==> src/rtl/controle_elevador.sv <==
// controle_elevador: car-level elevator sequencer.
// Latches floor calls, picks the travel direction with a keep-direction (SCAN)
// policy, steps the car one floor every T_VIAGEM cycles and runs the door
// open/close cycle. The cheio input holds the door open or reopens it.
module controle_elevador #(
    parameter int N_ANDARES = 4,
    parameter int T_VIAGEM  = 16,
    parameter int T_PORTA   = 8,
    parameter int T_FECHA   = 2,
    localparam int W_ANDAR  = $clog2(N_ANDARES)
) (
    input  logic                 clk,
    input  logic                 reset,
    input  logic [N_ANDARES-1:0] chamada,
    input  logic                 cheio,
    output logic [W_ANDAR-1:0]   andar_atual,
    output logic                 subindo,
    output logic                 descendo,
    output logic                 porta_aberta,
    output logic                 porta_fechada,
    output logic [N_ANDARES-1:0] pendentes,
    output logic                 ocupado
);

    localparam int T_MAX0 = (T_VIAGEM > T_PORTA) ? T_VIAGEM : T_PORTA;
    localparam int T_MAX  = (T_MAX0 > T_FECHA) ? T_MAX0 : T_FECHA;
    localparam int TW     = $clog2(T_MAX);

    localparam logic [TW-1:0]      FIM_VIAGEM = TW'(T_VIAGEM - 1);
    localparam logic [TW-1:0]      FIM_PORTA  = TW'(T_PORTA - 1);
    localparam logic [TW-1:0]      FIM_FECHA  = TW'(T_FECHA - 1);
    localparam logic [TW-1:0]      UM_T       = TW'(1);
    localparam logic [W_ANDAR-1:0] TOPO       = W_ANDAR'(N_ANDARES - 1);
    localparam logic [W_ANDAR-1:0] UM_ANDAR   = W_ANDAR'(1);

    typedef enum logic [1:0] {
        IDLE,
        MOVE,
        OPEN,
        CLOSE
    } estado_t;

    estado_t              estado, estado_prox;
    logic [TW-1:0]        timer, timer_prox;
    logic                 dir, dir_prox;
    logic [W_ANDAR-1:0]   andar_prox;
    logic [N_ANDARES-1:0] pend_prox;
    logic                 acima, abaixo, dir_escolha;
    logic                 chamada_aqui;

    // State, timer, direction, floor and pending-call registers.
    always_ff @(posedge clk or posedge reset) begin
        if (reset) begin
            estado      <= IDLE;
            timer       <= '0;
            dir         <= 1'b1;
            andar_atual <= '0;
            pendentes   <= '0;
        end else begin
            estado      <= estado_prox;
            timer       <= timer_prox;
            dir         <= dir_prox;
            andar_atual <= andar_prox;
            pendentes   <= pend_prox;
        end
    end

    // Direction rule: keep going up while calls remain above, else prefer down.
    always_comb begin
        acima  = 1'b0;
        abaixo = 1'b0;
        for (int unsigned i = 0; i < N_ANDARES; i++) begin
            if (pendentes[i] && (W_ANDAR'(i) > andar_atual)) acima  = 1'b1;
            if (pendentes[i] && (W_ANDAR'(i) < andar_atual)) abaixo = 1'b1;
        end
        dir_escolha = (dir && acima) || !abaixo;
    end

    // Next-state, timer, floor stepping and call latching/clearing.
    always_comb begin
        estado_prox  = estado;
        timer_prox   = timer + UM_T;
        dir_prox     = dir;
        andar_prox   = andar_atual;
        chamada_aqui = chamada[andar_atual];
        pend_prox    = pendentes | chamada;

        case (estado)
            IDLE: begin
                timer_prox = '0;
                if (pendentes[andar_atual]) begin
                    estado_prox               = OPEN;
                    pend_prox[andar_atual]    = 1'b0;
                end else if (|pendentes) begin
                    estado_prox = MOVE;
                    dir_prox    = dir_escolha;
                end
            end
            MOVE: begin
                if (timer == FIM_VIAGEM) begin
                    timer_prox = '0;
                    if (dir && (andar_atual != TOPO))
                        andar_prox = andar_atual + UM_ANDAR;
                    else if (!dir && (andar_atual != '0))
                        andar_prox = andar_atual - UM_ANDAR;
                    // Arrival check uses the registered vector; a same-cycle
                    // call to the arrival floor is absorbed by the clear.
                    if (pendentes[andar_prox]) begin
                        estado_prox           = OPEN;
                        pend_prox[andar_prox] = 1'b0;
                    end
                end
            end
            OPEN: begin
                pend_prox[andar_atual] = pendentes[andar_atual];
                if (cheio || chamada_aqui) begin
                    timer_prox = '0;
                end else if (timer == FIM_PORTA) begin
                    estado_prox = CLOSE;
                    timer_prox  = '0;
                end
            end
            CLOSE: begin
                pend_prox[andar_atual] = pendentes[andar_atual];
                if (cheio || chamada_aqui) begin
                    estado_prox = OPEN;
                    timer_prox  = '0;
                end else if (timer == FIM_FECHA) begin
                    timer_prox = '0;
                    if (|pendentes) begin
                        estado_prox = MOVE;
                        dir_prox    = dir_escolha;
                    end else begin
                        estado_prox = IDLE;
                    end
                end
            end
            default: begin
                estado_prox = IDLE;
                timer_prox  = '0;
            end
        endcase
    end

    assign subindo       = (estado == MOVE) && dir;
    assign descendo      = (estado == MOVE) && !dir;
    assign porta_aberta  = (estado == OPEN);
    assign porta_fechada = (estado == IDLE) || (estado == MOVE);
    assign ocupado       = (estado != IDLE);

endmodule

==> config.mk <==
export PLATFORM = sky130hd
export DESIGN_NAME = controle_elevador
export DESIGN_NICKNAME = d
export VERILOG_FILES = /design/src/rtl/controle_elevador.sv
export SDC_FILE = /design/constraint.sdc
export NUM_CORES = 1
export LEC_CHECK = 0
export CORE_MARGIN = 5
export CORE_UTILIZATION = 30
export DETAILED_ROUTE_END_ITERATION = 7
export GPL_ROUTABILITY_DRIVEN = 1
export HOLD_SLACK_MARGIN = 0.02
export PLACE_DENSITY = 0.61
export SYNTH_ARGS = -nofsm -noshare
export SYNTH_HDL_FRONTEND = slang
export SYNTH_SLANG_ARGS = --single-unit
==> constraint.sdc <==
create_clock -name clk -period 2.2 [get_ports clk]
set_input_delay 0.55 -clock clk [delete_from_list [all_inputs] [get_ports clk]]
set_output_delay 0.55 -clock clk [all_outputs]
set_load 0.05 [all_outputs]
; ---- Yosys cells after proc, flatten, opt, wreduce, memory -nomap -nowiden
; Cells that the tools add are included.
[word_totals]
regBits = 13
latchBits = 0
mem_bits_rw = 0
romBits = 0
input_bits = 7
out_inout_bits = 11
mem_count = 0
[classes]
n_addsub = 3
n_mul = 0
div_mod_pow = 0
n_lt_le_gt_ge = 12
n_eq_ne = 16
shift = 0
n_mux = 48
n_bitwise = 5
n_reduce_logical = 29
[ops]
columns = cell, n
row1 = $mux W4, 8
row2 = $mux W2, 12
row3 = $mux W1, 18
row4 = $pmux W4 S4, 1
row5 = $logic_and A1 B1 Y1, 15
row6 = $ne A2 B2 Y1 const B, 7
row7 = $pmux W4 S3, 1
row8 = $and A4 B4 Y4, 2
row9 = $not A4 Y4, 2
row10 = $pmux W2 S4, 1
row11 = $bmux W1 S2, 3
row12 = $lt A2 B3 Y1 const B, 2
row13 = $ne A3 B3 Y1 const B, 2
row14 = $reduce_and A6 Y1, 1
row15 = $reduce_bool A2 Y1, 3
row16 = $add A4 B1 Y4 const B, 1
row17 = $bwmux W4, 1
row18 = $demux W1 S2, 2
row19 = $eq A2 B2 Y1 const B, 2
row20 = $eq A4 B1 Y1 const B, 1
row21 = $eq A4 B3 Y1 const B, 1
row22 = $eq A4 B4 Y1 const B, 1
row23 = $ge A2 B1 Y1 const B, 2
row24 = $gt A1 B2 Y1 const A, 2
row25 = other kinds (16), 22

; ---- Logic depth before layout (Yosys ltp)
[logic_depth]
depth_word = 15
depth_mapped = 7

; ---- Worst setup path after synthesis
; Ideal clock, no wire load.
[synth_path]
path_type = register to output
from = register estado[1]
to = output port porta_aberta
arrival_time_ns = 1.805
t_required_ns = 1.650
path_slack_ns = -0.155
stages_incl_launch_ff = 4
path_cell_list = dfrtp_1 > buf_2 > clkinv_1 > nor2_1
[synth_between]
elab_chain_len = 1
[synth_lines]
columns = item, line_no
row1 = from (decl), 43  ; estado_t estado, estado_prox;
row2 = from (signal assigned), 60  ; estado <= estado_prox;
row3 = $eq A2 B2 Y1, 147  ; assign porta_aberta = (estado == OPEN);
row4 = to (decl), 19  ; output logic porta_aberta,
; No other way between the ends.

; ---- Worst setup path in the final report
[layout_path]
from = register estado[1]
to = output port subindo
[layout_between]
elab_chain_len = 2
[layout_lines]
columns = item, line_no
row1 = $eq A2 B1 Y1, 145  ; assign subindo = (estado == MOVE) && dir;
row2 = $logic_and A1 B1 Y1, 145
row3 = to (decl), 17  ; output logic subindo,
; No other way between the ends.

==> flow_summary.json <==
{
  "post_cts_buffers": 0,
  "crit_path_end_kind": "output pin",
  "avgSynthCellArea_um2": 9.01,
  "routed_wl_um": 2990,
  "clock_latency_ns": 0.25,
  "layout.cells.non_filler": 194,
  "final_cell_mix": "buf_4, dfrtp_1, nor3_1, mux2i_1, nor2_1",
  "ys.flop_type": "dfrtp_1",
  "hold_class": "flip-flop to flip-flop",
  "required_ns": 1.65,
  "ant_nets": 0,
  "final_common_cell": "buf_4",
  "clockRootBuffer": "clkbuf_8",
  "fmax_mhz": 490,
  "hold_viol": 0,
  "clk_pin_slew_ns": 0.06,
  "synth.net_count": 143,
  "ys_ff_latch": 13,
  "synth_cell_types": 45,
  "rrSetupSlack_ns": 0.22,
  "critPathMaxFanout": 11,
  "numCtsBuffers": 3,
  "htreeDepth": 1,
  "synth_warnings": 0,
  "cpMaxStageDelayCell": "dfrtp_1",
  "finClkSkew_ns": 0.00324,
  "cts_resized": 0,
  "grt_max_degree": 14,
  "fp-row-count": 22,
  "drc": 0,
  "status": "completed",
  "async_flop_share": 1.00,
  "dp_hpwl_um": 2300,
  "drt-initial-drc-count": 95,
  "crit_type": "flip-flop to output pin",
  "period_share": 0.928,
  "synth-seq-area-share": 0.283,
  "portBuffers": 17,
  "grt_pass1_vias": 1021,
  "cp.arrival_ns": 1.49,
  "wire_per_inst_um": 15.4,
  "critPathMaxStageDelay_ns": 0.49,
  "die_width_um": 72.0,
  "vias": 1080,
  "slew_violations": 0,
  "synth_edf_count": 0,
  "tightest_slew_ns": 0.547,
  "cts_num_sinks": 13,
  "drive_gt1_frac": 0.226,
  "routed_via_density": 5.57,
  "peakVddDrop_uv": 586,
  "critPathTopFamily": "simple AND/OR/NAND/NOR gates",
  "grt_remaining_overflow": 0,
  "die_h_um": 72.0,
  "worstSetupStartpointType": "flip-flop",
  "initial_core_util": 0.313,
  "cts_hold_buffers": 0,
  "fin_tns_setup_ns": 0,
  "cts_tree": "yes",
  "antenna_found_initial": 0,
  "placed_cells": 190,
  "drtPass1Iterations": 4,
  "cp.buffers_inverters": 1,
  "setup_viol": 0,
  "p_leak_uw": 0.000574,
  "syn_inst": 128,
  "track_usage": 0.123,
  "nets": 162,
  "n_antenna_cell": 0,
  "core-area_um2": 3690,
  "min_period_ns": 2.04,
  "relSlewSlack": 0.635,
  "powerDensity_nw_per_um2": 741,
  "synthToLayoutAreaGrowth_pct": 24.5,
  "ioPinCount": 18,
  "die-area_um2": 5190,
  "clockBufferDepth": 2,
  "rsz0062_at_grt": "false",
  "cp_cell_sequence": "nor2b_1, and2_1, buf_12",
  "gp_congestion": 0.891,
  "drv_cap": 0,
  "syn_area_um2": 1150,
  "grt_pass1_wl_um": 5060
}
-- power breakdown --
part           internal (uW)  switching, uW
Combinational            221            298
Clock                    128           92.0
Sequential               273           53.4
-- worst reg2reg max path: stages, from the launching register on --
cell and delay, ns:
dfrtp_2 0.44, inv_1 0.13, ha_1 0.30, mux2i_4 0.30, xnor2_1 0.14, a31o_2 0.26, a221oi_1 0.30
-- sequential cells by signal, indices dropped and copies added (netlist names) --
signal       count
estado           2
pendentes        4
timer            4
andar_atual      2
dir              1
-- metrics by stage --
step                      total power, uW  utilization  setup WS (ns)  hold WS [ns]  cell area (um^2)
final                                1060        0.389          0.157         0.495              1440
after global routing                 1130        0.389         0.0561         0.533              1440
after CTS                            1070        0.389          0.152         0.499              1440
after detailed placement              847        0.377          0.191         0.492              1390
after global placement                834        0.377          0.220         0.484              1390
after floorplan                       671            -         0.0518         0.426              1160
-- final timing paths --
path                                            startpoint                         end  cells after the start
worst max-delay path                 estado[1]$_DFFE_PP0P_                     subindo                      3
worst min-delay path                    timer[0]$_DFF_PP0_          timer[0]$_DFF_PP0_                      1
worst max register to register  andar_atual[0]$_DFFE_PP0P_      pendentes[1]$_DFF_PP0_                      6
worst min register to register          timer[0]$_DFF_PP0_          timer[0]$_DFF_PP0_                      1
max in group asynchronous                            reset  andar_atual[0]$_DFFE_PP0P_                      2
min in group asynchronous                            reset       estado[0]$_DFFE_PP0P_                      2
-- Yosys cell counts (all sizes together) (2+ instances only) --
| cell | n | area (um^2) |
|---|---|---|
| clkbuf | 3 | 12.5 |
| a31o | 6 | 52.6 |
| mux2i | 10 | 113 |
| and3b | 2 | 17.5 |
| dfrtp | 12 | 300 |
| ha | 8 | 100 |
| o221ai | 2 | 17.5 |
| nand3 | 3 | 15.0 |
| nand2 | 6 | 22.5 |
| a21oi | 5 | 25.0 |
| nor2 | 10 | 37.5 |
| nor2b | 3 | 18.8 |
| inv | 7 | 26.3 |
| nor3 | 10 | 50.1 |
| xnor2 | 4 | 35.0 |
| o22ai | 2 | 12.5 |
| o21ai | 3 | 15.0 |
| buf | 5 | 31.3 |
| nor4 | 3 | 31.3 |
| a221oi | 4 | 35.0 |
-- per-layer routing --
metal  routed length [um]  up-vias  global-route usage  part of all wire
li1                     -      507                   -                 -
met1                 1320      530               0.160              0.44
met2                 1450       35               0.193              0.48
met3                  157        8              0.0249             0.053
met4                   70        0              0.0605             0.023
met5                    0        -                   0                 0
-- cells by family after synthesis --
family                     synth area share
AOI/OAI and AO/OA                     0.188
xor gates and xnor gates             0.0380
adders and majority gates            0.0868
buffers and inverters                0.0640
DFF                                   0.283
muxes                                 0.117
and+or+nand+nor                       0.223
-- layout make-up --
type / instances / area [um^2]
fillers: 397 / 2250
multi-input cells: 99 / 756
flip-flops and latches: 13 / 328
repair buffers: 22 / 218
well taps: 48 / 60.1
clock buffers: 4 / 45.0
inverters: 8 / 30.0
Note: power is estimated with default switching activity, not from simulation.
